<file path="src/rtl/ext_exit_ctrl.sv">
// ext_exit_ctrl: MMIO console/exit device sitting on the core's store port.
// Stores to PUTCHAR_ADDR queue a character for the host sink. A store to
// EXIT_ADDR latches an exit code, waits for the console to drain plus
// DRAIN_CYCLES idle cycles, pulses {1'b1, code} on finish_arg for one cycle,
// and then halts until reset.
// Optional build macro: EXT_EXIT_TIMEOUT_EN adds a RUN-state watchdog that
// forces exit code 8'hFF after TIMEOUT_CYCLES cycles.
module ext_exit_ctrl #(
  parameter logic [31:0] PUTCHAR_ADDR   = 32'h4000_0000,
  parameter logic [31:0] EXIT_ADDR      = 32'h4000_1000,
  parameter int unsigned FIFO_DEPTH     = 4,
  parameter int unsigned DRAIN_CYCLES   = 16,
  parameter logic [31:0] TIMEOUT_CYCLES = 32'd1_000_000
) (
  input  logic        CLK,
  input  logic        RST,
  input  logic        req_valid,
  output logic        req_ready,
  input  logic [31:0] req_addr,
  input  logic [31:0] req_data,
  input  logic [3:0]  req_wmask,
  output logic        rsp_valid,
  output logic        tx_valid,
  output logic [7:0]  tx_data,
  input  logic        tx_ready,
  output logic [8:0]  finish_arg,
  output logic        halted
);

  localparam int AW = $clog2(FIFO_DEPTH);

  typedef enum logic [1:0] {S_RUN, S_DRAIN, S_FINISH, S_HALT} state_t;

  state_t      state_q, state_d;
  logic [7:0]  code_q, code_d;
  logic [31:0] cnt_q, cnt_d;
  logic        rsp_q;

  logic [7:0]  mem_q [FIFO_DEPTH];
  logic [AW:0] wptr_q, rptr_q;

  logic empty, full, accept, push, pop, exit_acc, timeout;

  // Upper data bytes and byte lanes 1..3 carry nothing this device uses.
  logic unused_bits;
  assign unused_bits = ^{req_data[31:8], req_wmask[3:1]};

  // Extra wrap bit on each pointer distinguishes full from empty.
  assign empty = (wptr_q == rptr_q);
  assign full  = (wptr_q[AW] != rptr_q[AW]) &&
                 (wptr_q[AW-1:0] == rptr_q[AW-1:0]);

  // A full FIFO refuses a putchar even if the sink pops this same cycle.
  assign req_ready = (state_q == S_RUN) && !((req_addr == PUTCHAR_ADDR) && full);
  assign accept    = req_valid && req_ready;
  assign push      = accept && (req_addr == PUTCHAR_ADDR) && req_wmask[0];
  assign exit_acc  = accept && (req_addr == EXIT_ADDR) && req_wmask[0];
  assign pop       = !empty && tx_ready;

  assign tx_valid   = !empty;
  assign tx_data    = mem_q[rptr_q[AW-1:0]];
  assign rsp_valid  = rsp_q;
  assign halted     = (state_q == S_HALT);
  assign finish_arg = (state_q == S_FINISH) ? {1'b1, code_q} :
                      (state_q == S_HALT)   ? {1'b0, code_q} : 9'h000;

`ifdef EXT_EXIT_TIMEOUT_EN
  logic [31:0] wd_q;

  // Watchdog: counts RUN cycles, cleared only by reset.
  always_ff @(posedge CLK) begin
    if (RST)                  wd_q <= '0;
    else if (state_q == S_RUN) wd_q <= wd_q + 32'd1;
  end

  assign timeout = (state_q == S_RUN) && (wd_q == TIMEOUT_CYCLES - 32'd1);
`else
  assign timeout = 1'b0;
`endif

  // FIFO storage; contents need no reset since the pointers define validity.
  always_ff @(posedge CLK) begin
    if (push) mem_q[wptr_q[AW-1:0]] <= req_data[7:0];
  end

  // FIFO pointers and store acknowledge.
  always_ff @(posedge CLK) begin
    if (RST) begin
      wptr_q <= '0;
      rptr_q <= '0;
      rsp_q  <= 1'b0;
    end else begin
      if (push) wptr_q <= wptr_q + 1'b1;
      if (pop)  rptr_q <= rptr_q + 1'b1;
      rsp_q <= accept;
    end
  end

  // Control state, latched exit code and drain counter.
  always_ff @(posedge CLK) begin
    if (RST) begin
      state_q <= S_RUN;
      code_q  <= 8'h00;
      cnt_q   <= '0;
    end else begin
      state_q <= state_d;
      code_q  <= code_d;
      cnt_q   <= cnt_d;
    end
  end

  // Next-state logic; an exit store beats a simultaneous watchdog expiry.
  always_comb begin
    state_d = state_q;
    code_d  = code_q;
    cnt_d   = cnt_q;
    case (state_q)
      S_RUN: begin
        if (exit_acc) begin
          code_d  = req_data[7:0];
          cnt_d   = '0;
          state_d = S_DRAIN;
        end else if (timeout) begin
          code_d  = 8'hFF;
          cnt_d   = '0;
          state_d = S_DRAIN;
        end
      end
      S_DRAIN: begin
        if (empty) begin
          if (cnt_q == 32'(DRAIN_CYCLES)) state_d = S_FINISH;
          else                            cnt_d   = cnt_q + 32'd1;
        end
      end
      S_FINISH: state_d = S_HALT;
      default:  state_d = S_HALT;
    endcase
  end

endmodule

</file>
<file path="config.mk">
export PLATFORM = sky130hd
export DESIGN_NAME = ext_exit_ctrl
export DESIGN_NICKNAME = d
export VERILOG_FILES = /design/src/rtl/ext_exit_ctrl.sv
export SDC_FILE = /design/constraint.sdc
export NUM_CORES = 1
export LEC_CHECK = 0
export ABC_AREA = 1
export CAP_MARGIN = 40
export CORE_UTILIZATION = 40
export CTS_CLUSTER_DIAMETER = 60
export DETAILED_ROUTE_END_ITERATION = 12
export GPL_TIMING_DRIVEN = 0
export PLACE_DENSITY = 0.61
export SLEW_MARGIN = 20
export SYNTH_ARGS = -nofsm -noshare
export SYNTH_HDL_FRONTEND = slang
export SYNTH_SLANG_ARGS = --single-unit
export TNS_END_PERCENT = 20
</file>
<file path="constraint.sdc">
create_clock -name CLK -period 2.2 [get_ports CLK]
set_clock_uncertainty 0.05 [all_clocks]
set_input_delay 0.44 -clock CLK [delete_from_list [all_inputs] [get_ports CLK]]
set_output_delay 0.44 -clock CLK [all_outputs]
set_load 0.01 [all_outputs]
</file>
---- Yosys cells after proc, flatten, opt, wreduce, memory -nomap -nowiden ----
Memory sizes are Yosys's and may differ from the RTL's. A register that Yosys moved wholly into a read port is not among the register bits.
Index checks and enable logic that the tools add are counted.
operators by class
  bitwise logic cells ..................... 0
  $mul .................................... 0
  shift operators ......................... 0
  add/sub/neg operators ................... 3
  $lt $le $gt $ge ......................... 0
  eq/ne operators ......................... 13
  mux-type cells .......................... 14
  div/mod/pow operators ................... 0
  reduce and logical (&&, ||, !) cells .... 16
operators by type and width
  kind                                                                count
  32-bit two-way mux                                                  3
  32-bit by 31-bit == test with 1-bit output (second input constant)  2
  32-bit case mux with 2 select lines                                 1
  32-bit by 1-bit adder with 32-bit output (second input constant)    1
  32-bit by 5-bit == test with 1-bit output (second input constant)   1
  2-bit two-way mux                                                   5
  1-bit logical AND                                                   9
  9-bit two-way mux                                                   1
  8-bit two-way mux                                                   1
  2-bit inequality test (second input constant)                       4
  3-bit by 1-bit adder with 3-bit output (second input constant)      2
  2-bit == test (second input constant)                               2
  2-bit case mux with 2 select lines                                  1
  4-bit AND reduction                                                 1
  3-bit == test                                                       1
  3-bit AND reduction                                                 1
  2-bit by 1-bit == test with 1-bit output (second input constant)    1
  2-bit == test                                                       1
  1-bit logical NOT                                                   2
  2-bit logical NOT                                                   1
  1-bit two-way mux                                                   2
  2-bit AND reduction                                                 1
  2-bit nonzero test                                                  1
  1-bit inequality test                                               1
word-level totals
  word-level logic and storage cells ...... 53
  memories kept ........................... 1
  latch bits .............................. 0
  input port bits ......................... 72
  bits in read-only memories .............. 0
  bits in registers ....................... 49
  output and inout port bits .............. 21
  RAM bits ................................ 32
memory list
  memory  depth  width  read ports  clocked after Yosys merged registers in  wr ports  RTL line  source
  mem_q   4      8      1           1                                        1         39        logic [7:0] mem_q [FIFO_DEPTH];

---- Longest topological paths before layout ----
Gate-level depths: netlist (run 1).
  depth after elaboration ................. 10
  depth in mapped cells ................... 14
  depth with buffers taken out ............ 12

---- Least setup slack after synthesis (run 1) ----
No wires, ideal clock.
  path type ............................... input to register
  start ................................... input port req_addr[23]
  end ..................................... memory mem_q[0][0] (enable)
  stages .................................. 11
  slack ................................... 19 ps
  arrival ................................. 1761 ps
  buffers on the path ..................... 0
  setup time .............................. 371 ps
  data required time ...................... 1779 ps
  path through ............................ nor2_1 -> nand2_1 -> inv_1 -> nand2_1 -> nor2_1 -> and2_1 -> a21oi_1 -> nand2_1 -> nor2_1 -> inv_1 -> nor2_1
on the way
  cells in the longest elaborated chain, start to end .. 9
RTL lines
  element                                     RTL line  source
  start: declaration                          19        input logic [31:0] req_addr,
  32-bit by 31-bit == test with 1-bit output  54        assign req_ready = (state_q == S_RUN) && !((req_addr == PUTCHAR_ADDR) && full);
  1-bit logical AND                           54
  1-bit logical NOT                           54
  1-bit logical AND                           54
  named net req_ready                         18        output logic req_ready,
  1-bit logical AND                           55        assign accept = req_valid && req_ready;
  1-bit logical AND (2 in a row)              56        assign push = accept && (req_addr == PUTCHAR_ADDR) && req_wmask[0];
  1-bit two-way mux                           83        if (push) mem_q[wptr_q[AW-1:0]] <= req_data[7:0];
  1-bit two-way mux (not written as such)     83
  end: declaration                            39
The timed path passes the listed nets, and every way through them passes these cells.

---- Worst setup path after layout (run 1) ----
  start ................................... register state_q[1]
  end ..................................... output port req_ready
on the way
  cells in the longest elaborated chain, start to end .. 2
RTL lines
  element                   RTL line  source
  start: declaration        34        state_t state_q, state_d;
  start signal: assignment  106       state_q <= state_d;
  2-bit logical NOT         54
  1-bit logical AND         54
  end: declaration          18
Every way passes these cells.

==> impl_metrics.toml, run 1 <==
[outcome]
status = "finished with violations"
violations = "DRC"

[setup_path]
required_ns = 1.71
path_class = "reg2out"
cp_max_fo = 10
cp-end-kind = "output port"
cp.arrival_ns = 1.65
reg2reg_depth = 8
r2r-end = "mem_q[3][3]"
worstReg2RegStart = "state_q[1]"
slowest_delay_ns = 0.33
setup.worst_path.start_class = "flip-flop"
rrSetupSlack_ns = 0.07
slowest_stage = "nor2_2"
crit_path_cell_trace = "buf_2 > nor2_2 > inv_1 > a21oi_2 > clkbuf_2"

[clock_network]
numCtsBuffers = 9
clk_latency_ns = 0.35
ctsHoldBuffers = 0
cts.sinks = 83
cts_tree = "done"
clkTransAtPathRegs_ns = 0.07
cts_max_level = 3
cts_buffer_depth = 2
cts-root-buf = "clkbuf_16"

[timing]
hold_violations = 0
grt_setup_unrepaired = "true"
worst_pin_slew_ns = 0.639
period_needed_ns = 2.14
tns_ns = 0
fmax_mhz = 468
slew_headroom = 0.574
final_max_slew_viol_count = 0
period_share = 0.972
final-setup-viol-count = 0

[place]
portBuffers = 65
post-dp-hpwl_um = 10200
dpl_cell_area_mm2 = 0.00565
globalplace.congestion = 0.956

[cells_and_area]
drive_above_1_share = 0.0842
final_cell_mix = "nand2_1, nor2_1, inv_1"
final_nets = 882
area_growth_syn_to_layout_pct = 28.2
post-route-util = 0.534
diodes = 0
n_fill_cell = 1098
stdcell_area_mm2 = 0.00618
mostFrequentLayoutCell = "nand2_1"

[pwr]
p_leak_nw = 2.53
ir_drop_uv = 276
seq_power_share = 0.451
powerDensity_mw_per_mm2 = 581
intPower_w = 0.00277
power_switching_w = 0.000828
clockPowerShare = 0.468
switching_share = 0.230
comb_power_share = 0.081

[synth]
postSynthCellCount = 719
synth_edf_count = 32
yosysWarnings = 0
avgSynthCellArea_um2 = 6.70
yosysTopAreaCell = "dfxtp_1"
synthFlopType = "dfxtp_1"
synth_area_leaders = "dfxtp_1, edfxtp_1, nand2_1"
synth_seq_area_share = 0.411
ys_ff_latch = 83
netlist_area_mm2 = 0.00482
ys_async_sr_fraction = 0
synth_fp_nets = 798
synth_top_area_frac = 0.212
yosys.cell_types.count = 32

[drt]
drc = 4
first_pass_iters = 9
drt-total-wl_um = 13500
routedWlPerCell_um = 14.2
via_per_inst = 5.04
drt_iter0_markers = 379
antenna_left = 0
vias = 4790

[global_route]
grt_remaining_overflow = 0
grt_max_degree = 17
grt_use_total = 0.224
grt_pass1_wl_um = 21800
grt_pass1_vias = 4469
antenna_found_initial = 0

[job]
maxCapViolations = 0

[floorplanning]
dieArea_mm2 = 0.0125
die_y_um = 112
rows = 39
initial_core_util = 0.417
num_io_pins = 93
die_w_um = 112
core_mm2 = 0.0116

[worst_hold_path]
worstHoldPathType = "reg2reg"
hold_depth = 2
min_from = "cnt_q[31]"
hold_end = "cnt_q[31]"
-- metal layers --
metal  track usage  up-vias  part of all wire
li1              -     2461                 -
met2         0.378      130              0.48
met4        0.0793        0             0.016
met1         0.281     2184              0.45
met5             0        -                 0
met3        0.0484       15             0.053
-- flip-flops by register name (all words and copies together), names as in the netlist, named ones only --
signal and count:
rsp_valid 1, cnt_q 32, wptr_q 3, code_q 8, mem_q 32, state_q 2, rptr_q 3
-- worst max-delay path, delay by kind of cell (launching register included) --
family                 cells  cell delay, ns
and+or+nand+nor            1            0.33
AOI/OAI and AO/OA          1            0.16
DFF                        1            0.32
buffers and inverters      3            0.49
-- worst max-delay path by stage --
stage	startpoint	to	slack [ns]	cells past startpoint
5_1_grt	wptr_q[1]	cnt_q[4]	-0.06	10
6_report	state_q[1]	req_ready	0.06	5
4_1_cts	req_addr[17]	req_ready	-0.11	9
2_1_floorplan	req_addr[23]	mem_q[0][0]	0.02	11
3_5_place_dp	req_addr[24]	mem_q[3][5]	-0.81	12
3_3_place_gp	req_addr[28]	mem_q[3][6]	-0.81	12
-- kinds of logic after synthesis --
group	Yosys count	share of synthesized area
and+or+nand+nor	433	0.378
xor gates and xnor gates	6	0.0109
adders and majority gates	7	0.0182
AOI/OAI and AO/OA	70	0.0786
buffers and inverters	120	0.103
DFF	83	0.411
-- per-stage QoR --
step,hold slack [ns],cells,power (W),setup WS (ns)
floorplan,0.402,719,0.00177,0.0187
global placement,0.420,927,0.00195,-0.805
detailed placement,0.429,927,0.00196,-0.813
CTS,0.438,943,0.00362,-0.111
global route,0.469,951,0.00371,-0.0555
finish,0.439,951,0.00359,0.0626
-- cells in the mapped netlist, drive strengths merged, types with 8 or more instances --
master and count:
nor2 156, inv 98, o22ai 8, nand4 31
nand2 185, nor3 9, clkbuf 11, nand3 44
buf 10, edfxtp 32, o21ai 36, a21oi 19
dfxtp 51
-- power groups by stage --
stage | clock network [W] | logic, W | registers, W
after floorplan | 0 | 0.000124 | 0.00165
after detailed placement | 0 | 0.000306 | 0.00165
final | 0.00168 | 0.000293 | 0.00162
after global routing | 0.00177 | 0.000326 | 0.00162
after CTS | 0.00171 | 0.000294 | 0.00162
after global placement | 0 | 0.000302 | 0.00165
-- what timing repair did --
action / 4_1_cts / 5_1_grt
setup endpoints to repair: 42 / 65
pin swaps: 1 / 4
gates cloned: 0 / 3
buffers inserted: 0 / 5
gates resized for setup: 32 / 21
-- final cells by class --
class / instances / area [µm²] / share of cell area
clock buffer: 9 / 225 / 0.0364
tap: 143 / 179 / 0.0289
sequential: 83 / 1980 / 0.321
clock inverter: 7 / 105 / 0.0170
buffer: 21 / 165 / 0.0267
inverter: 99 / 374 / 0.0605
timing repair buffer: 73 / 739 / 0.120
multi-input combinational: 516 / 2410 / 0.390
Note: power is estimated with default switching activity, not from simulation.
==> inputs of run 2 (changes only) <==
--- a/config.mk
+++ b/config.mk
@@ -12,8 +12,8 @@
 export DETAILED_ROUTE_END_ITERATION = 12
 export GPL_TIMING_DRIVEN = 0
 export PLACE_DENSITY = 0.61
-export SLEW_MARGIN = 20
+export SLEW_MARGIN = 10
 export SYNTH_ARGS = -nofsm -noshare
 export SYNTH_HDL_FRONTEND = slang
 export SYNTH_SLANG_ARGS = --single-unit
-export TNS_END_PERCENT = 20
+export TNS_END_PERCENT = 50
==> constraint.sdc (replaced) <==
create_clock -name CLK -period 2.7 [get_ports CLK]
set_clock_uncertainty 0.05 [all_clocks]
set_input_delay 0.54 -clock CLK [delete_from_list [all_inputs] [get_ports CLK]]
set_output_delay 0.54 -clock CLK [all_outputs]
set_load 0.01 [all_outputs]
==> run 2 against run 1 <==
  * The flow still finishes with violations (DRC)
  * Via count fell by 1.3%
  * Non-clock buffer count fell by 9
  * Sequential share of layout area rose by 1.0 points
  * Cell count fell by 0.95%
  * Hold slack got worse by 0.0014 ns
  * Clock power fell by 18%
  * Sequential cell count did not move
  * Global-route usage fell by 0.15 points
  * Total power fell by 18%
  * Final area fell by 3.2%
  * Critical endpoint is now mem_q[2][3]
==> impl_metrics.toml, run 2 (synthesized netlist as in run 1, its figures left out) <==
[outcome]
status = "finished with violations"
violations = "DRC"

[floorplanning]
rows = 39
die_w_um = 112
num_io_pins = 93
initial_core_util = 0.417
dieArea_mm2 = 0.0125
die_y_um = 112
core_mm2 = 0.0116

[worst_hold_path]
worstHoldPathType = "reg2reg"
hold_depth = 2

[clock_network]
ctsHoldBuffers = 0
cts_max_level = 3
cts.sinks = 83
cts_tree = "done"
clk_latency_ns = 0.35
numCtsBuffers = 9
cts_buffer_depth = 2
post-cts-setup-buffers = 0
cts-root-buf = "clkbuf_16"
clkTransAtPathRegs_ns = 0.06

[setup_path]
path_class = "in2reg"
cp.arrival_ns = 2.62
r2r-end = "mem_q[2][3]"
crit_path_end = "mem_q[2][3]"
cp-startpoint = "req_addr[24]"
rrSetupSlack_ns = 0.13
cp-end-kind = "flip-flop"
reg2reg_depth = 8
required_ns = 2.63
cp_max_fo = 8
setup.worst_path.start_class = "input port"
worstReg2RegStart = "state_q[1]"

[timing]
fmax_mhz = 371
grt_setup_unrepaired = "true"
final-setup-viol-count = 0
hold_violations = 0
period_share = 0.998
fin_ws_ns = 0.00600
worst_pin_slew_ns = 0.772
hold_slack_ns = 0.438
slew_headroom = 0.483
final_max_slew_viol_count = 0
period_needed_ns = 2.69

[global_route]
grt_pass1_vias = 4439
grt_max_degree = 17
grt_pass1_wl_um = 21600
grt_use_total = 0.222
grt_remaining_overflow = 0
antenna_found_initial = 0

[drt]
drc = 4
vias = 4726
drt_iter0_markers = 357
routedWlPerCell_um = 13.9
first_pass_iters = 11
via_per_inst = 5.02
drt-total-wl_um = 13100
antenna_left = 0

[cells_and_area]
n_fill_cell = 1119
post-route-util = 0.518
stdcell_area_mm2 = 0.00599
area_growth_syn_to_layout_pct = 24.2
diodes = 0
layoutNonFillerInstCount = 942
final_nets = 873
drive_above_1_share = 0.0513
mostFrequentLayoutCell = "nand2_1"
final_cell_mix = "nand2_1, nor2_1, inv_1"

[job]
maxCapViolations = 0

[pwr]
ir_drop_uv = 224
powerDensity_mw_per_mm2 = 490
p_leak_nw = 2.43

[place]
dp_worst_setup_slack_ns = -0.413
portBuffers = 65
globalplace.congestion = 0.956
dpl_cell_area_mm2 = 0.00565
post-dp-hpwl_um = 10200
dp_cells = 927
[run 2: cell count changes in the layout (fill, tap and decap cells not counted), moves of 5 or more]
| cell | delta |
|---|---|
| clkdlybuf4s50_1 | +9 |
| dlygate4sd2_1 | -8 |
| nor2_1 | +7 |
| nor2_4 | -5 |
[run 2: worst min-delay path by stage]
stage | from | end
finish | cnt_q[31] | cnt_q[31]
global route | cnt_q[31] | cnt_q[31]
CTS | cnt_q[31] | cnt_q[31]
detailed placement | cnt_q[31] | cnt_q[31]
global placement | cnt_q[31] | cnt_q[31]
floorplan | cnt_q[31] | cnt_q[31]
[run 2: cell type report]
| cell class | count | area [µm²] | area share |
|---|---|---|---|
| Inverter | 99 | 372 | 0.0621 |
| Clock inverter | 7 | 105 | 0.0176 |
| Timing Repair Buffer | 65 | 649 | 0.108 |
| Multi-Input combinational cell | 516 | 2350 | 0.393 |
| Tap cell | 143 | 179 | 0.0299 |
| Buffer | 20 | 121 | 0.0203 |
| Sequential cell | 83 | 1980 | 0.331 |
| Clock buffer | 9 | 225 | 0.0376 |
[run 2: report_power, final]
group	internal [W]	switching, W	leakage, nW
clock network	0.000824	0.000544	0.159
logic	0.000132	0.000115	1.57
registers	0.00131	0.0000123	0.699
[run 2: repair_timing]
| item | CTS | global route |
|---|---|---|
| setup endpoints to repair | 25 | 38 |
| gates resized for setup | 2 | 4 |
| hold endpoints to repair | 0 | 0 |
| gates cloned | 0 | 0 |
[run 2: metal layers]
metal,track usage,wire [µm],vias up,part of all wire
li1,-,-,2447,-
met1,0.282,6030,2153,0.46
met2,0.371,6230,110,0.47
met3,0.0484,628,16,0.048
met4,0.0793,252,0,0.019
met5,0,0,-,0
[run 2: through the flow]
step / total power (W) / setup TNS (ns)
2_1_floorplan: 0.00144 / 0
3_3_place_gp: 0.00159 / -12.25
3_5_place_dp: 0.00160 / -12.03
4_1_cts: 0.00296 / -0.497
5_1_grt: 0.00303 / -2.84
6_report: 0.00293 / 0
[run 2: critical path: stages]
cell	delay (ns)
clkdlybuf4s50_1	0.49
inv_1	0.04
nand2_1	0.05
nor2_1	0.04
nand2_1	0.06
nor2_2	0.05
and2_1	0.17
a21oi_1	0.16
nand2_1	0.09
nor2_1	0.18
inv_1	0.14
nor2_1	0.61
